### config.mk
export PLATFORM = sky130hd
export DESIGN_NAME = morph_line_ctrl
export DESIGN_NICKNAME = d
export VERILOG_FILES = /design/src/rtl/morph_line_ctrl.sv
export SDC_FILE = /design/constraint.sdc
export NUM_CORES = 1
export LEC_CHECK = 0
export CAP_MARGIN = 20
export CORE_MARGIN = 2
export CORE_UTILIZATION = 50
export CTS_BUF_LIST = sky130_fd_sc_hd__clkbuf_8
export CTS_CLUSTER_SIZE = 12
export DETAILED_ROUTE_END_ITERATION = 6
export GPL_TIMING_DRIVEN = 0
export PLACE_DENSITY = 0.95
export SLEW_MARGIN = 40
export SYNTH_ARGS = -nofsm -noshare
export SYNTH_HDL_FRONTEND = slang
export SYNTH_SLANG_ARGS = --single-unit
### constraint.sdc
create_clock -name vga_clk -period 2.5 [get_ports vga_clk]
set_input_delay 0.5 -clock vga_clk [delete_from_list [all_inputs] [get_ports vga_clk]]
set_output_delay 0.5 -clock vga_clk [all_outputs]
set_load 0.1 [all_outputs]
### src/rtl/morph_line_ctrl.sv
// morph_line_ctrl: frame/line sequencer for the 3x3 dilate/erode datapath driven by VGA scan coordinates.
module morph_line_ctrl #(
  parameter int H_ACTIVE = 640,
  parameter int V_ACTIVE = 480,
  parameter int XW = 10,
  parameter int YW = 10
) (
  input  logic          vga_clk,
  input  logic          rst_n,
  input  logic [XW-1:0] i_pixel_x,
  input  logic [YW-1:0] i_pixel_y,
  input  logic          i_enable,
  input  logic          i_cfg_valid,
  input  logic [1:0]    i_cfg_mode,
  output logic          o_cfg_ready,
  output logic [1:0]    o_mode_active,
  output logic          o_wr_en,
  output logic          o_wr_bank,
  output logic [XW-1:0] o_wr_addr,
  output logic [XW-1:0] o_rd_addr_m2,
  output logic [XW-1:0] o_rd_addr_m1,
  output logic          o_win_valid,
  output logic          o_frame_done,
  output logic          o_busy
);
  typedef enum logic [2:0] {IDLE, ARMED, FILL, RUN, DONE} state_t;
  state_t        r_state, w_nxt;
  logic [XW-1:0] r_px_prev, r_wr_addr, r_rd_m2, r_rd_m1;
  logic          r_bank, r_wr_en, r_win, r_pend;
  logic [1:0]    r_pend_mode, r_mode;
  logic          w_active, w_line_start, w_frame_start, w_last;
  logic          w_start_fill, w_run_px, w_proc_px, w_bank;
  assign w_active      = (i_pixel_x < XW'(H_ACTIVE)) && (i_pixel_y < YW'(V_ACTIVE));
  assign w_line_start  = w_active && (i_pixel_x == '0) && (r_px_prev != '0);
  assign w_frame_start = w_line_start && (i_pixel_y == '0);
  assign w_last        = (i_pixel_y == YW'(V_ACTIVE - 1)) && (i_pixel_x == XW'(H_ACTIVE - 1));
  always_comb begin
    w_nxt = r_state;
    case (r_state)
      IDLE:    w_nxt = i_enable ? ARMED : IDLE;
      ARMED:   w_nxt = w_frame_start ? (i_enable ? FILL : IDLE) : ARMED;
      FILL:    w_nxt = (w_line_start && i_pixel_y == YW'(2)) ? RUN : FILL;
      RUN:     w_nxt = w_last ? DONE : RUN;
      DONE:    w_nxt = i_enable ? ARMED : IDLE;
      default: w_nxt = IDLE;
    endcase
    // the pixel that triggers a transition belongs to the state being entered, except the last RUN pixel
    w_start_fill = (r_state == ARMED) && w_frame_start && i_enable;
    w_run_px     = (w_nxt == RUN) || (r_state == RUN);
    w_proc_px    = w_run_px || (w_nxt == FILL);
    w_bank       = w_frame_start ? 1'b0 : (w_line_start && w_proc_px) ? ~r_bank : r_bank;
  end
  always_ff @(posedge vga_clk or negedge rst_n) begin
    if (!rst_n) begin
      r_state     <= IDLE;
      r_px_prev   <= '0;
      r_bank      <= 1'b0;
      r_wr_en     <= 1'b0;
      r_wr_addr   <= '0;
      r_rd_m2     <= '0;
      r_rd_m1     <= '0;
      r_win       <= 1'b0;
      r_pend      <= 1'b0;
      r_pend_mode <= 2'b00;
      r_mode      <= 2'b00;
    end else begin
      r_state   <= w_nxt;
      r_px_prev <= i_pixel_x;
      r_bank    <= w_bank;
      r_wr_en   <= w_active && w_proc_px;
      r_wr_addr <= i_pixel_x;
      r_rd_m2   <= i_pixel_x - XW'(2);
      r_rd_m1   <= i_pixel_x - XW'(1);
      r_win     <= w_run_px && w_active && (i_pixel_x >= XW'(2));
      if (w_start_fill && r_pend) begin
        r_mode <= r_pend_mode;
        r_pend <= 1'b0;
      end else if (i_cfg_valid && !r_pend) begin
        r_pend      <= 1'b1;
        r_pend_mode <= (&i_cfg_mode) ? 2'b00 : i_cfg_mode;
      end
    end
  end
  assign o_cfg_ready   = ~r_pend;
  assign o_mode_active = r_mode;
  assign o_wr_en       = r_wr_en;
  assign o_wr_bank     = r_bank;
  assign o_wr_addr     = r_wr_addr;
  assign o_rd_addr_m2  = r_rd_m2;
  assign o_rd_addr_m1  = r_rd_m1;
  assign o_win_valid   = r_win;
  assign o_frame_done  = (r_state == DONE);
  assign o_busy        = (r_state == FILL) || (r_state == RUN);
endmodule
==> results.tsv <==
stage	metric	value	unit
route	wire per inst	13.88	um
route	drt total wl	3817	um
critical_path	R2R Setup Slk	0.72	ns
critical_path	Critical Path Source	i_pixel_x[3]	
sta	skew final	0.005515	ns
placed_design	GPL Wtd Cong	0.7928	
pwr	pwr dens	635.6	nW/um^2
clocking	root buf cell	clkbuf_8	
pwr	Internal	0.0009592	W
layout	FILL cells	259	
clocking	Sink Count	40	
sta	final worst-path cycle share	0.9532	
route	wire length on met1	1615	um
critical_path	CP Capture Type	register	
logic_synthesis	share of the synthesized area in the top cell type	0.5502	
logic_synthesis	FF+latch count, synth	40	
global_routing	first-pass GRT wire length	6292	um
logic_synthesis	Synth Instances	159	
logic_synthesis	Netlist cell types	41	
sta	final setup fails	0	
pwr	sw frac	0.3708	
sta	worst slew pin tran	0.5608	ns
pwr	Reg power frac	0.456	
clocking	Resized cells post-CTS	0	
layout	ratio of cells with drive above 1 in the final layout	0.2620	
pwr	sw power	0.0005653	W
sta	min Tclk post-route	2.383	ns
route	met3 WL	207	um
run_status	status	completed	
logic_synthesis	synth warn	0	
route	drt pass-1 iters	4	
route	# DRC	0	
pwr	leakage power total	1.097	nW
layout	Non-Filler Instances	275	
floorplan	FP Rows	21	
sta	RSZ-0062 raised after global routing	no	
route	Iter 0 DRT Violations	68	
logic_synthesis	Avg Cell Area, Syn	11.44	um^2
clocking	CTS Hold Buffers Added	0	
layout	nets	261	
pwr	Clock Power Share	0.262	
clocking	Post-CTS Setup Bufs	0	
pwr	Total Power	0.001524	W
sta	final max-slew violation count	0	
layout	Area Overhead vs Synth	31.84	%
critical_path	reg-to-reg critical path startpoint	r_state[0]$_DFF_PN0_	
floorplan	Core Area	3416	um^2
floorplan	die footprint	4137	um^2
floorplan	initial core utilization	0.5326	
route	DR vias/cell	5.258	
pwr	logic gate share of total power	0.282	
worst_hold_path	Hold WC Path Type	in -> async	
clocking	CTS buffer count	5	
placed_design	number of port buffers	63	
logic_synthesis	Post-Syn Area	1819	um^2
logic_synthesis	Net Count, Synth	191	
global_routing	Tot GR Track Use	0.2020	
floorplan	Die Span Y	64.32	um
layout	Reg area	1001	um^2
floorplan	I/O pins	64	
sta	fmax	419.6	MHz
placed_design	post-DP HPWL	2953	um
critical_path	Req. time, crit path	2.68	ns
clocking	CTS tree	yes	
logic_synthesis	register area share after synthesis	0.5502	
global_routing	grt ovf	0	
route	Antenna Nets Post-Route	0	
global_routing	initial antenna violation count	0	
critical_path	Worst EP arrival	2.56	ns
clocking	Worst-Skew Late Latency	0.29	ns
clocking	CTS Buffer Depth	2	
global_routing	largest net degree at the start of global routing	41	
route	met2 WL	1919	um
critical_path	Reg2Reg Depth	5	
pwr	VDD IR max	449.9	uV
floorplan	DIE WIDTH	64.32	um
logic_synthesis	synth top area cells	dfrtp_1 55%, xnor2_1 5.3%, ha_1 4.1%	
clocking	Clock transition at path regs	0.07	ns
global_routing	vias in the first global route	1332	
layout	area taken by multi-input logic gates	745.7	um^2
clocking	H-tree levels	2	
critical_path	worst reg2reg path endpoint	o_mode_active[1]$_DFFE_PN0P_	
critical_path	CP Max Fanout	8	
layout	ant diodes	0	
sta	max_slew headroom	0.6232	
critical_path	crit start category	input port	
critical_path	kind of critical path	in -> reg	
route	top sig layer	met4	
route	routed vias	1446	
sta	final hold vios	0	
run	Max-Cap Viols	0	
logic_synthesis	cell taking the most area after synthesis	dfrtp_1	
placed_design	dpl cells	268	
-- cells in the final DEF (no fill, tap or decap), drive strengths merged, types with 2 or more instances in the layout --
| master | count |
|---|---|
| nand2b | 3 |
| nor2 | 9 |
| or3 | 2 |
| o31ai | 2 |
| dfrtp | 40 |
| nor3 | 6 |
| xnor2 | 11 |
| nand4 | 8 |
| buf | 42 |
| inv | 11 |
| xor2 | 4 |
| and3 | 4 |
| clkbuf | 8 |
| nand2 | 9 |
| nand3b | 2 |
| nor4 | 5 |
| o21ai | 4 |
| and4 | 2 |
| nand3 | 9 |
| clkdlybuf4s50 | 23 |
| ha | 6 |
| mux2 | 2 |
-- cells by family after synthesis --
kind of cell	synth area share
muxes	0.01651
buffers and inverters	0.03988
adders and majority gates	0.04126
and+or+nand+nor	0.2132
AOI/OAI and AO/OA	0.06672
xor gates and xnor gates	0.07221
DFF	0.5502
-- synth_stat cells --
| master | instances |
|---|---|
| dfrtp_1 | 40 |
| inv_1 | 11 |
| xnor2_1 | 11 |
| nand3_1 | 9 |
| nor2_1 | 9 |
| nand2_1 | 8 |
| nand4_1 | 8 |
| ha_1 | 6 |
| nor3_1 | 6 |
| nor4_1 | 4 |
| o21ai_0 | 4 |
| xor2_1 | 4 |
| clkbuf_1 | 3 |
| nand2b_1 | 3 |
| and3_1 | 2 |
| and3_2 | 2 |
| buf_4 | 2 |
| mux2_4 | 2 |
| nand3b_1 | 2 |
| o31ai_1 | 2 |
| a211o_1 | 1 |
| a21boi_0 | 1 |
| a221oi_4 | 1 |
| and2_1 | 1 |
| and4_1 | 1 |
| and4_2 | 1 |
| buf_2 | 1 |
| nand2_2 | 1 |
| nor2b_1 | 1 |
| nor3b_1 | 1 |
| nor4_4 | 1 |
| nor4b_1 | 1 |
| o2111a_1 | 1 |
| o211ai_1 | 1 |
| o21a_1 | 1 |
| o2bb2ai_1 | 1 |
| o41ai_1 | 1 |
| or2_4 | 1 |
| or3_1 | 1 |
| or3_4 | 1 |
| or4_4 | 1 |
-- per-stage QoR --
step                      cell area (um^2)    util  setup WS [ns]  TNS (ns)  hold slack (ns)
final                                 2399  0.7022         0.1170         0           0.1567
after global routing                  2399  0.7022        0.01989         0           0.1877
after CTS                             2396  0.7015        0.07839         0           0.1723
after detailed placement              2315  0.6777        -0.2297   -0.7368           0.4751
after global placement                2507  0.7341        -0.2070   -0.6561           0.4646
after floorplan                       1819       -         0.4169         0           0.2044
-- state kept, by name (all words and copies together), names as in the netlist --
signal / flops
o_mode_active: 2
o_rd_addr_m1: 10
o_rd_addr_m2: 10
o_win_valid: 1
o_wr_addr: 9
o_wr_bank: 1
o_wr_en: 1
r_pend: 1
r_pend_mode: 2
r_state: 3
-- how the worst max path moves through the flow --
stage,to,slack [ns]
3_3_place_gp,o_mode_active[1]$_DFFE_PN0P_,-0.21
4_1_cts,o_mode_active[1]$_DFFE_PN0P_,0.08
3_5_place_dp,o_mode_active[1]$_DFFE_PN0P_,-0.23
6_report,o_win_valid$_DFF_PN0_,0.12
2_1_floorplan,o_mode_active[0]$_DFFE_PN0P_,0.42
5_1_grt,o_win_valid$_DFF_PN0_,0.02
-- per-layer routing --
| metal | GRT usage | vias to the layer above |
|---|---|---|
| li1 | - | 692 |
| met1 | 0.2581 | 697 |
| met2 | 0.3307 | 50 |
| met3 | 0.04401 | 7 |
| met4 | 0.08777 | 0 |
| met5 | 0 | - |
-- worst max-delay path, stage by stage --
cell	delay, ns
clkdlybuf4s50_1	0.49
clkbuf_1	0.36
nand4_1	0.13
or4_4	0.45
o31ai_1	0.26
o31ai_1	0.12
o2111a_1	0.25
-- layout make-up --
| type | count | share of cell area |
|---|---|---|
| inverters | 11 | 0.01721 |
| well taps | 46 | 0.02400 |
| plain buffers | 6 | 0.01304 |
| clock inverters | 2 | 0.005216 |
| multi-input cells | 102 | 0.3109 |
| repair buffers | 63 | 0.1836 |
| flip-flops and latches | 40 | 0.4173 |
| clock buffers | 5 | 0.02869 |
-- power groups by stage --
stage	Combinational [W]	Clock (W)	Sequential, W
5_1_grt	0.000447	0.000450	0.000698
2_1_floorplan	0.0000649	0	0.000958
4_1_cts	0.000432	0.000407	0.000696
3_5_place_dp	0.000431	0	0.000708
6_report	0.000430	0.000399	0.000695
3_3_place_gp	0.000461	0	0.000708
(Power assumes the default switching activity.)
